### config.mk
export PLATFORM = sky130hd
export DESIGN_NAME = seq_dispatch_4out_roundrobin_flat
export DESIGN_NICKNAME = d
export VERILOG_FILES = /design/src/rtl/seq_dispatch_4out_roundrobin_if.sv /design/src/rtl/seq_dispatch_4out_roundrobin.sv /design/src/flat_wrapper.sv
export SDC_FILE = /design/constraint.sdc
export NUM_CORES = 1
export LEC_CHECK = 0
export CAP_MARGIN = 0
export CORE_MARGIN = 2
export CORE_UTILIZATION = 35
export DETAILED_ROUTE_END_ITERATION = 10
export PLACE_DENSITY = 0.56
export SLEW_MARGIN = 20
export SYNTH_ARGS = -nofsm -noshare
export SYNTH_HDL_FRONTEND = slang
export SYNTH_SLANG_ARGS = --single-unit
### constraint.sdc
create_clock -name clk -period 10.6 [get_ports clk]
set_input_delay 2.12 -clock clk [delete_from_list [all_inputs] [get_ports clk]]
set_output_delay 2.12 -clock clk [all_outputs]
set_load 0.02 [all_outputs]
### src/rtl/seq_dispatch_4out_roundrobin_if.sv
// Producer/consumer bus for the 4-output round-robin dispatcher.
// The master modport is the environment side; the slave modport is the dispatcher side.
interface seq_dispatch_4out_roundrobin_if #(
   parameter int unsigned NBITS = 8
);
   logic             in_val;
   logic             in_rdy;
   logic [NBITS-1:0] in_msg;
   logic [3:0]       out_val;
   logic [3:0]       out_rdy;
   logic [NBITS-1:0] out_msg;

   modport master (
      output in_val,
      output in_msg,
      output out_rdy,
      input  in_rdy,
      input  out_val,
      input  out_msg
   );

   modport slave (
      input  in_val,
      input  in_msg,
      input  out_rdy,
      output in_rdy,
      output out_val,
      output out_msg
   );
endinterface

### src/rtl/seq_dispatch_4out_roundrobin.sv
// Round-robin dispatcher: one val/rdy input stream fanned out to four consumer ports.
// A 2-entry queue decouples in_rdy from the consumers; the head message is offered to the
// first ready port at or after the rotating priority position.
module seq_dispatch_4out_roundrobin #(
   parameter int unsigned NBITS = 8
) (
   input logic                           clk,
   input logic                           reset,
   seq_dispatch_4out_roundrobin_if.slave bus
);

   logic [NBITS-1:0] data_q [2];
   logic [NBITS-1:0] data_d [2];
   logic             rd_ptr_q, rd_ptr_d;
   logic             wr_ptr_q, wr_ptr_d;
   logic [1:0]       count_q, count_d;
   logic [3:0]       prio_q, prio_d;

   logic [3:0]       grant;
   logic [1:0]       start_idx;
   logic             prio_ok;
   logic             found;
   logic [1:0]       idx;
   logic             enq;
   logic             deq;

   // Grant: first ready port scanning upward from the priority position, with wrap.
   always_comb begin
      grant     = 4'b0000;
      start_idx = 2'd0;
      prio_ok   = 1'b1;
      found     = 1'b0;
      idx       = 2'd0;
      case (prio_q)
         4'b0001: start_idx = 2'd0;
         4'b0010: start_idx = 2'd1;
         4'b0100: start_idx = 2'd2;
         4'b1000: start_idx = 2'd3;
         default: prio_ok   = 1'b0;  // unreachable encodings dispatch nothing
      endcase
      if ((count_q != 2'd0) && prio_ok) begin
         for (int k = 0; k < 4; k++) begin
            idx = start_idx + 2'(k);
            if (!found && bus.out_rdy[idx]) begin
               grant[idx] = 1'b1;
               found      = 1'b1;
            end
         end
      end
   end

   // Handshake outputs; in_rdy depends on registered occupancy only.
   always_comb begin
      bus.out_val = grant;
      bus.out_msg = data_q[rd_ptr_q];
      bus.in_rdy  = (count_q != 2'd2);
   end

   // Queue and priority next state.
   always_comb begin
      enq       = bus.in_val && (count_q != 2'd2);
      deq       = |(grant & bus.out_rdy);
      data_d    = data_q;
      rd_ptr_d  = rd_ptr_q;
      wr_ptr_d  = wr_ptr_q;
      count_d   = count_q;
      prio_d    = prio_q;
      if (enq) begin
         data_d[wr_ptr_q] = bus.in_msg;
         wr_ptr_d         = ~wr_ptr_q;
      end
      if (deq) begin
         rd_ptr_d = ~rd_ptr_q;
         // Rotating the one-hot grant left by one yields the port after the served one.
         prio_d   = {grant[2:0], grant[3]};
      end
      case ({enq, deq})
         2'b10:   count_d = count_q + 2'd1;
         2'b01:   count_d = count_q - 2'd1;
         default: count_d = count_q;
      endcase
   end

   // Control state, cleared asynchronously.
   always_ff @(posedge clk or negedge reset) begin
      if (!reset) begin
         rd_ptr_q <= 1'b0;
         wr_ptr_q <= 1'b0;
         count_q  <= 2'd0;
         prio_q   <= 4'b0001;
      end else begin
         rd_ptr_q <= rd_ptr_d;
         wr_ptr_q <= wr_ptr_d;
         count_q  <= count_d;
         prio_q   <= prio_d;
      end
   end

   // Payload storage needs no reset; entries are only read while counted as valid.
   always_ff @(posedge clk) begin
      data_q[0] <= data_d[0];
      data_q[1] <= data_d[1];
   end

endmodule
### src/flat_wrapper.sv
// flat-port wrapper written by rule: the top's interface ports become plain ports
module seq_dispatch_4out_roundrobin_flat 
#(
   parameter int unsigned NBITS = 8
)
  (clk, reset, bus_in_val, bus_in_msg, bus_out_rdy, bus_in_rdy, bus_out_val, bus_out_msg);
  seq_dispatch_4out_roundrobin_if #(.NBITS(NBITS)) bus_i ();
  input logic clk;
  input logic reset;
  input wire logic [$bits(bus_i.in_val)-1:0] bus_in_val;
  input wire logic [$bits(bus_i.in_msg)-1:0] bus_in_msg;
  input wire logic [$bits(bus_i.out_rdy)-1:0] bus_out_rdy;
  output wire logic [$bits(bus_i.in_rdy)-1:0] bus_in_rdy;
  output wire logic [$bits(bus_i.out_val)-1:0] bus_out_val;
  output wire logic [$bits(bus_i.out_msg)-1:0] bus_out_msg;
  assign bus_i.in_val = bus_in_val;
  assign bus_i.in_msg = bus_in_msg;
  assign bus_i.out_rdy = bus_out_rdy;
  assign bus_in_rdy = bus_i.in_rdy;
  assign bus_out_val = bus_i.out_val;
  assign bus_out_msg = bus_i.out_msg;
  seq_dispatch_4out_roundrobin #(.NBITS(NBITS)) u_core (.clk(clk), .reset(reset), .bus(bus_i));
endmodule
After elaboration in Yosys (flattened, before gate mapping). Index checks and enable logic that the tools add are counted.

Multiplexer cells: 39. $lt $le $gt $ge: 11. Eq/ne operators: 7. Add/sub/neg operators: 5. Bitwise operators: 8. Reductions and logical operators: 17.

Operators by type and width (number): $mux W4 (8); $mux W8 (4); $bwmux W16 (1); $mux W1 (15); $lt A2 B3 Y1 const B (4); $or A4 B4 Y4 (3); $logic_and A1 B1 Y1 (10); $bmux W1 S2 (4); $demux W1 S2 (4); $demux W8 S1 (1); $ge A2 B1 Y1 const B (4); $reduce_or A4 Y1 (2); $pmux W2 S3 (1); $add A2 B1 Y2 const B (2); $add A2 B2 Y2 const B (2); $and A4 B4 Y4 (1); $eq A4 B1 Y1 const B (1); $eq A4 B2 Y1 const B (1); $eq A4 B3 Y1 const B (1); $eq A4 B4 Y1 const B (1); $ge A2 B2 Y1 const B (2); $not A1 Y2 (2); $pmux W2 S2 (1); $reduce_bool A2 Y1 (2); other kinds (7) (10).

Output and inout bits: 13. Register bits after elaboration: 24.

Longest topological paths before layout. Gate-level depths: netlist of the first run.

Depth in word-level cells: 22. Depth in mapped cells: 16. Gate-level depth less buffers: 14.

Worst setup path after synthesis of the first run. OpenSTA, ideal clock, no wires.

Kind: input to output. Start point: in bus_out_rdy[0]. End point: out bus_out_val[1]. Path slack: 4.692 ns. Buffers on the path: 1. Arrival time: 3.788 ns. Cell stages on the path: 6. Cells stage by stage: buf_2 > or4b_2 > nor4_1 > a31o_2 > o21ai_0 > a31oi_1.

Word-level cells in the longest chain between the ends: 16. Elaborated cells between the ends (all ways): 31.

Ends and longest elaborated chain: start, declared (line flat_wrapper.sv:12) `input wire logic [$bits(bus_i.out_rdy)-1:0] bus_out_rdy;`; $bmux W1 S2 (line seq_dispatch_4out_roundrobin.sv:44) `if (!found && bus.out_rdy[idx]) begin`; $mux W1 (implied by the code) (line seq_dispatch_4out_roundrobin.sv:44); $mux W1 (line seq_dispatch_4out_roundrobin.sv:44); $mux W1 (line seq_dispatch_4out_roundrobin.sv:41) `if ((count_q != 2'd0) && prio_ok) begin`; $logic_not A1 Y1 (line seq_dispatch_4out_roundrobin.sv:44); $logic_and A1 B1 Y1 (line seq_dispatch_4out_roundrobin.sv:44); $mux W1 (line seq_dispatch_4out_roundrobin.sv:44); $mux W1 (line seq_dispatch_4out_roundrobin.sv:41); $logic_not A1 Y1 (line seq_dispatch_4out_roundrobin.sv:44); $logic_and A1 B1 Y1 (line seq_dispatch_4out_roundrobin.sv:44); $mux W1 (line seq_dispatch_4out_roundrobin.sv:44); $mux W1 (line seq_dispatch_4out_roundrobin.sv:41); $logic_not A1 Y1 (line seq_dispatch_4out_roundrobin.sv:44); $logic_and A1 B1 Y1 (line seq_dispatch_4out_roundrobin.sv:44); $mux W4 (*) (line seq_dispatch_4out_roundrobin.sv:44); $mux W4 (*) (line seq_dispatch_4out_roundrobin.sv:41); end, declared (line flat_wrapper.sv:14) `output wire logic [$bits(bus_i.out_val)-1:0] bus_out_val;`.

Mark *: on every way between the ends. The rest lies on a longest branch, timed or not. The select of a mux whose other input is x is not followed.

Final worst setup path of the first run.
Start point: in bus_out_rdy[2]. End point: out bus_out_val[1].

The elaborated chain is that of the path after synthesis.

==> results by group, run 1 <==
Critical path
  – Worst EP arrival: 4.82 ns
  – Worst EP required: 8.48 ns
  – Max FO, Critical Path: 5
  – Slowest stage delay, CP: 0.74 ns
  – Crit path cell chain: clkdlybuf4s50_1 > inv_1 > o311ai_0 > nand4_1 > a31oi_1 > clkdlybuf4s50_1
  – Crit-path slowest cell: o311ai_0
  – Most used cell, CP: clkdlybuf4s50_1
  – Worst Path Class, Setup: in2out
  – Startpoint Class: input pin
  – CP endpoint kind: output pin

Routing
  – First-pass DRT Iterations: 4
  – DR DRC count: 0
  – Via count: roughly 1100
  – Routed WL: 3.26 mm
  – Initial DRC Count: 27
  – ANT nets after route: 0
  – Via density per instance: 5.40
  – Wirelength per Cell: ~15 um

Logic synthesis
  – Synth Area per Inst: approximately 12 um2
  – Syn Inst Count: around 130
  – Mapped Area: ~1500 um2
  – Simple-Gate Fraction of Synth Area: a little over an eighth
  – Yosys warning count: 0
  – Yosys top cell area share: ~31%
  – Largest family of logic cells by synthesized area: compound AO/OA/AOI/OAI gates
  – Synth cell types: roughly 40
  – Compound-Gate Fraction of Synth Area: 16.3%
  – Syn nets: between 150 and 200
  – Portion of netlist area occupied by mux cells: a little over a tenth
  – Post-Synth XOR/XNOR Area: ~4.0%
  – Cell taking the most area after synthesis: edfxtp_1
  – Synthesized flop and latch total: 24
  – Register area share after synthesis: 44.4%
  – Synthesized-area fraction occupied by adder cells: 7.33%
  – Top post-synthesis cells by area: edfxtp_1 31%, dfrtp_1 11%, mux2_2 11%

Run
  – Max-cap viol count: 0

Global route
  – Grt ovf: 0
  – Vias in the first global route: 1200
  – GRT Overall Usage: 13.7%
  – Initial antenna violation count: 0
  – Largest net degree at the start of global routing: 15
  – First-pass GRT wire length: between 5 and 6 mm

Run status
  – Outcome: finished clean

Floorplanning
  – Die H: roughly 70 um
  – FP Rows: 24
  – Die Area: 4940 um2
  – Total core area: roughly 4300 um2
  – I/O pin count: 28
  – Initial Util: 35.8%
  – Die Span X: about 70 um

Clocking
  – Resized cells post-CTS: 0
  – CTS tree: done
  – Clock Sink Count: 24
  – Hold Buf Count CTS: 0
  – Clk pin slew, worst setup/hold paths: about 0.080 ns
  – Post-CTS Setup Inserts: 0
  – # H-tree levels: 1
  – Worst skew pair latency: 0.26 ns
  – CTS Buffer Depth: 2
  – CTS root buffer: clkbuf_8
  – CTS Buf Count: 3

Pwr
  – Pwr dens: about 300 nW/um2
  – Total chip power: 0.000576 W
  – Max IR drop VDD: roughly 0.11 mV
  – P_leak: roughly 0.70 nW

Placed design
  – Placer Congestion: roughly 0.9
  – IO Port Bufs: 27
  – DP Wirelength: between 2 and 3 mm

Final layout
  – Share of layout cells above drive strength 1: roughly 20%
  – ANT cells: 0
  – Final Util: 44.8%
  – Layout area overhead: 25.2%
  – Nets: 185
  – # fillers: about 420

Timing
  – Fin crit share: 65.4%
  – Fin Setup TNS: 0 ns
  – Slew margin rel.: 45.5%
  – Unrepaired setup endpoints after global routing: no
  – Clock Skew: 0.00608 ns
  – Fmax: between 100 and 150 MHz
  – Final hold vios: 0
  – Fin. max-slew vios: 0
  – Slew at the pin closest to its max-slew limit: about 0.81 ns
  – # setup viols final: 0
  – Final period demand of the worst path: between 6 and 7 ns

Worst hold path
  – Hold WC Path Type: reg2reg
## critical path: cells and delay by family
family                 cells  cell delay [ns]
AOI/OAI and AO/OA          2             1.07
buffers and inverters      3             1.38
and+or+nand+nor            1             0.25
## where the power goes
| group | switching [W] | internal (W) | total (W) |
|---|---|---|---|
| clock network | 0.0000273 | 0.0000504 | 0.0000777 |
| logic | 0.000191 | 0.000151 | 0.000342 |
| registers | 0.0000242 | 0.000132 | 0.000156 |
## cell type report
cell class	instances	area, um2	area share (%)
Clock buffer	3	41.3	2.15
Clock inverter	1	30.0	1.56
Inverter	9	33.8	1.76
Multi-Input combinational cell	96	802	41.7
Sequential cell	24	682	35.4
Tap cell	52	65.1	3.38
Timing Repair Buffer	27	270	14.0
## placed cells by master, fill, tap and decap left out, drive strengths merged
cell / n
a311oi: 2
clkdlybuf4s50: 27
a31oi: 4
edfxtp: 16
a31o: 1
mux2: 15
a211oi: 3
a21o: 3
nand3: 1
o311ai: 1
inv: 9
or4b: 1
ha: 9
dfstp: 1
a32oi: 1
nor2: 6
nand2b: 4
nand4: 5
and3: 2
a311o: 1
a21oi: 1
a2bb2oi: 1
or2: 2
nand2: 7
nand3b: 1
o211ai: 2
bufinv: 1
nor4: 3
a41oi: 2
o21ai: 8
dfrtp: 7
xnor2: 5
clkbuf: 3
xor2: 2
nor3: 1
or4: 2
## worst paths after layout
| check | startpoint | end | slack (ns) | cells after the start |
|---|---|---|---|---|
| worst max register to register | u_core.prio_q[1] | u_core.count_q[1] | 6.19 | 13 |
| worst max-delay path | bus_out_rdy[2] | bus_out_val[1] | 3.66 | 6 |
| worst min-delay path | u_core.wr_ptr_q | u_core.wr_ptr_q | 0.50 | 1 |
| worst min register to register | u_core.wr_ptr_q | u_core.wr_ptr_q | 0.50 | 1 |
| min in group asynchronous | reset | u_core.prio_q[1] | 2.13 | 1 |
| max in group asynchronous | reset | u_core.prio_q[0] | 8.16 | 1 |
## routing by layer
metal | global-route usage, % | vias to the layer above | part of all wire (%)
li1 | - | 556 | -
met1 | 16.5 | 558 | 42
met2 | 25.6 | 26 | 53
met3 | 0.577 | 4 | 2.4
met4 | 5.34 | 0 | 1.6
met5 | 0 | - | 0
## metrics by stage
stage / hold slack, ns / instances / setup slack (ns) / cell area [um2]
final: 0.498 / 212 / 3.66 / 1920
after global routing: 0.518 / 212 / 3.49 / 1920
after CTS: 0.501 / 212 / 3.67 / 1920
after detailed placement: 0.490 / 208 / 3.70 / 1850
after global placement: 0.478 / 208 / 3.63 / 1850
after floorplan: 0.461 / 133 / 4.69 / 1540
## registers in the layout, indices dropped and copies added, names as in the netlist
| signal | flops |
|---|---|
| u_core.prio_q | 4 |
| u_core.data_q | 16 |
| u_core.count_q | 2 |
| u_core.wr_ptr_q | 1 |
| u_core.rd_ptr_q | 1 |
## logic make-up after synthesis
family,count (synthesis)
muxes,15
and+or+nand+nor,35
AOI/OAI and AO/OA,30
adders and majority gates,9
buffers and inverters,13
xor gates and xnor gates,7
DFF,24
## cells in the mapped netlist
master and n:
inv_1 9, a211oi_1 2, ha_1 9, or4_1 1
nand3_1 1, o21ai_0 8, a31o_2 1, a21o_1 1
dfrtp_1 7, nand2b_1 4, mux2_2 15, nand4_1 5
nor2_1 6, a21oi_1 1, nor3_1 1, a2bb2oi_1 1
edfxtp_1 16, dfstp_2 1, nor4_4 1, o311ai_0 1
o211ai_1 2, and3_2 1, a31oi_1 4, clkbuf_1 1
a41oi_1 2, a311o_2 1, nor4_1 2, a211oi_2 1
nand2_1 7, and3_1 1, nand3b_1 1, a32oi_4 1
xnor2_1 5, or2_0 2, a21o_2 2, clkbuf_2 1
or4_2 1, a311oi_2 2, buf_2 2, xor2_1 2
or4b_2 1
(Power assumes the default switching activity.)
==> run 2: changes to the inputs <==
==> constraint.sdc (replaced) <==
create_clock -name clk -period 7.3 [get_ports clk]
set_input_delay 1.46 -clock clk [delete_from_list [all_inputs] [get_ports clk]]
set_output_delay 1.46 -clock clk [all_outputs]
set_load 0.02 [all_outputs]
==> results by group, run 2 (synthesized netlist as in run 1, its figures left out) <==
Clocking
  – Resized cells post-CTS: 0
  – Hold Buf Count CTS: 0
  – Clk pin slew, worst setup/hold paths: 0.08 ns
  – Worst skew pair latency: around 0.26 ns
  – CTS Buf Count: 3
  – Clock Sink Count: 24
  – CTS root buffer: clkbuf_8
  – CTS tree: done
  – Post-CTS Setup Inserts: 0
  – CTS Buffer Depth: 2
  – # H-tree levels: 1

Global route
  – First-pass GRT wire length: ~5.3 mm
  – Vias in the first global route: between 1000 and 1500
  – Largest net degree at the start of global routing: 15
  – Initial antenna violation count: 0
  – GRT Overall Usage: between 10 and 15%
  – Grt ovf: 0

Run status
  – Outcome: finished clean

Timing
  – Unrepaired setup endpoints after global routing: no
  – Slew margin rel.: 47.6%
  – Final period demand of the worst path: 5.63 ns
  – Clock Skew: 0.00520 ns
  – Fin Setup TNS: 0 ns
  – # setup viols final: 0
  – Slew at the pin closest to its max-slew limit: roughly 0.78 ns
  – Fmax: 178 MHz
  – Fin crit share: 77.2%
  – Final hold vios: 0
  – Fin. max-slew vios: 0

Critical path
  – R2R Setup Slk: 2.92 ns
  – Crit path cell chain: xnor2_1 > or2_0 > ha_1 > nand2_1 > or4_1 > a211oi_2 > o21ai_0 > a31oi_1 > clkdlybuf4s50_1
  – Worst EP arrival: roughly 4.2 ns
  – Reg2reg start: u_core.prio_q[1]
  – Worst Path Class, Setup: reg2out
  – Startpoint Class: flip-flop
  – Max FO, Critical Path: 9
  – Crit-path slowest cell: clkdlybuf4s50_1
  – Slowest stage delay, CP: 0.67 ns
  – R2R cell count: 13
  – Worst EP required: slightly below 6 ns
  – CP endpoint kind: output pin
  – FF-to-FF End: u_core.count_q[1]

Floorplanning
  – Die Area: roughly 4900 um2
  – I/O pin count: 28
  – Die H: around 70 um
  – Initial Util: a little over a third
  – FP Rows: 24
  – Total core area: 4290 um2
  – Die Span X: between 70 and 80 um

Final layout
  – Most frequent cells in the layout: 27 x clkdlybuf4s50_1, 16 x edfxtp_1, 15 x mux2_2
  – Share of layout cells above drive strength 1: 20.0%
  – Largest registers: u_core.data_q: 16 flops, u_core.prio_q: 4 flops, u_core.count_q: 2 flops
  – Largest register by flop count: u_core.data_q
  – Most common cell after layout, fill and taps aside: clkdlybuf4s50_1
  – ANT cells: 0
  – Nets: between 150 and 200
  – # fillers: 406
  – Max reg flops: 16
  – Post-route insts no fill: between 200 and 250
  – Layout area overhead: 25.2%

Worst hold path
  – Hold Crit Depth: 1
  – HP Start: u_core.wr_ptr_q
  – Worst min-delay path endpoint: u_core.wr_ptr_q
  – Hold WC Path Type: reg2reg

Routing
  – Initial DRC Count: 36
  – ANT nets after route: 0
  – Wirelength per Cell: between 15 and 20 um
  – First-pass DRT Iterations: 4
  – Via count: about 1100
  – DR DRC count: 0
  – Routed WL: between 3 and 4 mm
  – Via density per instance: 5.42

Pwr
  – P_leak: ~0.7 nW
  – Pwr dens: between 400 and 500 nW/um2
  – Max IR drop VDD: between 0.1 and 0.15 mV

Placed design
  – Placer Congestion: between 0.9 and 1
  – DP Wirelength: roughly 2.5 mm
  – Placed cells: 208
  – IO Port Bufs: 27

Run
  – Max-cap viol count: 0
==> run 2: cell counts in the layout (fill, tap and decap cells not counted) <==
No cell type changed its count.
==> run 2: stage by stage <==
| step | instance area [um2] | util [%] | hold slack, ns | power [W] | setup WS [ns] |
|---|---|---|---|---|---|
| floorplan | 1540 | - | 0.461 | 0.000586 | 2.71 |
| global placement | 1850 | 43.2 | 0.478 | 0.000723 | 1.65 |
| detailed placement | 1850 | 43.2 | 0.490 | 0.000724 | 1.72 |
| CTS | 1920 | 44.8 | 0.501 | 0.000839 | 1.68 |
| global route | 1920 | 44.8 | 0.517 | 0.000894 | 1.37 |
| finish | 1920 | 44.8 | 0.498 | 0.000833 | 1.67 |
==> run 2: worst max path at each step <==
stage	to	slack, ns	cells after the start	from
after floorplan	bus_out_val[1]	2.71	6	bus_out_rdy[0]
after CTS	bus_out_val[2]	1.68	9	u_core.prio_q[1]
after global placement	bus_out_val[1]	1.65	6	bus_out_rdy[2]
after detailed placement	bus_out_val[1]	1.72	7	bus_out_rdy[0]
after global routing	bus_out_val[1]	1.37	9	u_core.prio_q[1]
final	bus_out_val[1]	1.67	9	u_core.prio_q[1]
==> run 2: worst max-delay path, delay by kind of cell (launching register included) <==
kind,cells,cell delay (ns)
AND/OR/NAND/NOR,3,1.08
buffers and inverters,1,0.67
XOR/XNOR,1,0.50
AO/OA/AOI/OAI,3,0.85
flip-flops,1,0.45
adder cells (fa/ha/maj),1,0.37
==> run 2: cell type report <==
type	count	area, um2	share of cell area, %
multi-input cells	96	802	41.7
inverters	9	33.8	1.76
clock inverters	1	30.0	1.56
well taps	52	65.1	3.38
repair buffers	27	270	14.0
flip-flops and latches	24	682	35.4
clock buffers	3	41.3	2.15
==> run 2: layer usage <==
| layer | part of all wire [%] | routed length, um | global-route usage (%) | up-vias |
|---|---|---|---|---|
| li1 | - | - | - | 556 |
| met1 | 42 | 1330 | 16.0 | 558 |
| met2 | 53 | 1700 | 24.5 | 30 |
| met3 | 3.3 | 104 | 0.722 | 5 |
| met4 | 1.9 | 62 | 6.20 | 0 |
| met5 | 0 | 0 | 0 | - |
==> run 2: power breakdown <==
group	leakage (nW)	internal (W)	switching (W)
Sequential	0.247	0.000192	0.0000345
Combinational	0.414	0.000220	0.000274
Clock	0.0357	0.0000732	0.0000396
Total	0.697	0.000485	0.000348
==> run 3: changes to the inputs <==
==> constraint.sdc (replaced) <==
create_clock -name clk -period 5.5 [get_ports clk]
set_input_delay 1.1 -clock clk [delete_from_list [all_inputs] [get_ports clk]]
set_output_delay 1.1 -clock clk [all_outputs]
set_load 0.02 [all_outputs]
==> results by group, run 3 (synthesized netlist as in run 1, its figures left out) <==
Critical path
  – Startpoint Class: flip-flop
  – Worst EP required: between 4 and 5 ns
  – CP endpoint kind: output pin
  – R2R Setup Slk: between 1 and 1.5 ns
  – Worst EP arrival: roughly 4.0 ns
  – Worst Path Class, Setup: reg2out
  – Max FO, Critical Path: 8

Clocking
  – CTS Buffer Depth: 2
  – # H-tree levels: 1
  – Hold Buf Count CTS: 0
  – Clock Sink Count: 24
  – Resized cells post-CTS: 0
  – CTS tree: done
  – Worst skew pair latency: between 0.2 and 0.3 ns
  – CTS root buffer: clkbuf_8
  – Post-CTS Setup Inserts: 0
  – CTS Buf Count: 3
  – Clk pin slew, worst setup/hold paths: 0.08 ns

Routing
  – Met2 wire length: around 1.7 mm
  – Metal-1 WL: 1.38 mm
  – ANT nets after route: 0
  – Wirelength per Cell: 15.2 um
  – Routed WL: between 3 and 4 mm
  – Via count: roughly 1200
  – First-pass DRT Iterations: 4
  – DR DRC count: 0
  – Highest routed layer: met4
  – Met3 WL: 102 um
  – Via density per instance: approximately 5.4
  – Initial DRC Count: between 50 and 60

Timing
  – Clock Skew: about 0.0021 ns
  – Fin. max-slew vios: 0
  – Slew margin rel.: between 50% and 60%
  – Final hold vios: 0
  – Slew at the pin closest to its max-slew limit: 0.695 ns
  – Final period demand of the worst path: 5.05 ns
  – Fin crit share: roughly nine tenths
  – Fmax: 198 MHz
  – # setup viols final: 0
  – Fin Setup TNS: 0 ns
  – Unrepaired setup endpoints after global routing: no

Pwr
  – Switching fraction of total power: a little over two fifths
  – Max IR drop VDD: 0.210 mV
  – Internal power: roughly 0.00066 W
  – Psw: ~0.00047 W
  – Pwr dens: 582 nW/um2
  – P_leak: 0.706 nW
  – Comb power frac: about 60%
  – Sequential share of power: 26.6%
  – Total chip power: ~0.0011 W
  – Clock share of power: about an eighth

Global route
  – Grt ovf: 0
  – Vias in the first global route: about 1100
  – Largest net degree at the start of global routing: 15
  – GRT Overall Usage: a little over an eighth
  – First-pass GRT wire length: between 5 and 6 mm
  – Initial antenna violation count: 0

Final layout
  – Most frequent cells in the layout: 27 x clkdlybuf4s50_1, 16 x edfxtp_1, 15 x mux2_2
  – Largest register by flop count: u_core.data_q
  – Max reg flops: 16
  – Most common cell after layout, fill and taps aside: clkdlybuf4s50_1
  – Nets: ~190
  – Final Util: 45.2%
  – Layout area overhead: 26.2%
  – Largest registers: u_core.data_q: 16 flops, u_core.prio_q: 4 flops, u_core.count_q: 2 flops
  – # fillers: 397
  – Share of layout cells above drive strength 1: between 20% and 30%
  – ANT cells: 0
  – Post-route cell area: slightly below 2000 um2

Placed design
  – DP Wirelength: between 2 and 3 mm
  – Placer Congestion: 0.856
  – IO Port Bufs: 27
  – Placed Instance Area: around 1900 um2

Worst hold path
  – Hold WC Path Type: reg2reg

Floorplanning
  – FP Rows: 24
  – I/O pin count: 28
  – Total core area: about 4300 um2
  – Initial Util: 35.8%
  – Die Area: 4940 um2
  – Die H: about 70 um
  – Die Span X: ~70 um

Run
  – Max-cap viol count: 0

Run status
  – Outcome: finished clean
[run 3: cell type report]
cell class              count  area, um2  area share [%]
inverters                   9       33.8            1.74
clock inverters             1       30.0            1.55
well taps                  52       65.1            3.35
repair buffers             29        285            14.7
flip-flops and latches     24        682            35.2
multi-input cells          96        802            41.4
clock buffers               3       41.3            2.13
[run 3: worst paths after layout]
check / start / endpoint / cells after the start
worst max register to register: u_core.prio_q[3] / u_core.count_q[1] / 13
min in group asynchronous: reset / u_core.prio_q[1] / 1
max in group asynchronous: reset / u_core.prio_q[0] / 1
worst min-delay path: u_core.wr_ptr_q / u_core.wr_ptr_q / 1
worst max-delay path: u_core.prio_q[3] / bus_out_val[1] / 9
worst min register to register: u_core.wr_ptr_q / u_core.wr_ptr_q / 1
[run 3: layer usage]
| layer | track usage [%] | vias up |
|---|---|---|
| met5 | 0 | - |
| met4 | 5.56 | 0 |
| met3 | 0.866 | 4 |
| met2 | 24.9 | 36 |
| met1 | 16.4 | 558 |
| li1 | - | 561 |
[run 3: stage by stage]
stage          setup slack, ns  cells  hold WS (ns)
2_1_floorplan             1.55    133         0.461
3_3_place_gp             0.606    210         0.477
3_5_place_dp             0.657    210         0.492
4_1_cts                  0.464    214         0.503
5_1_grt                 0.0868    214         0.517
6_report                 0.447    214         0.499
[run 3: power by group through the flow]
| stage | combinational (W) | sequential [W] | clock, W |
|---|---|---|---|
| 5_1_grt | 0.000738 | 0.000310 | 0.000161 |
| 6_report | 0.000678 | 0.000300 | 0.000151 |
| 3_5_place_dp | 0.000676 | 0.000305 | 0 |
| 4_1_cts | 0.000679 | 0.000301 | 0.000155 |
| 3_3_place_gp | 0.000671 | 0.000303 | 0 |
| 2_1_floorplan | 0.000496 | 0.000281 | 0 |
[run 3: worst max-delay path: stages (launching register included)]
cell             delay (ns)
dfrtp_1                0.45
xor2_1                 0.44
nand2_1                0.29
ha_1                   0.49
nand2_1                0.07
or4_1                  0.42
a211oi_2               0.36
o21ai_0                0.20
a31oi_1                0.30
clkdlybuf4s50_1        0.66
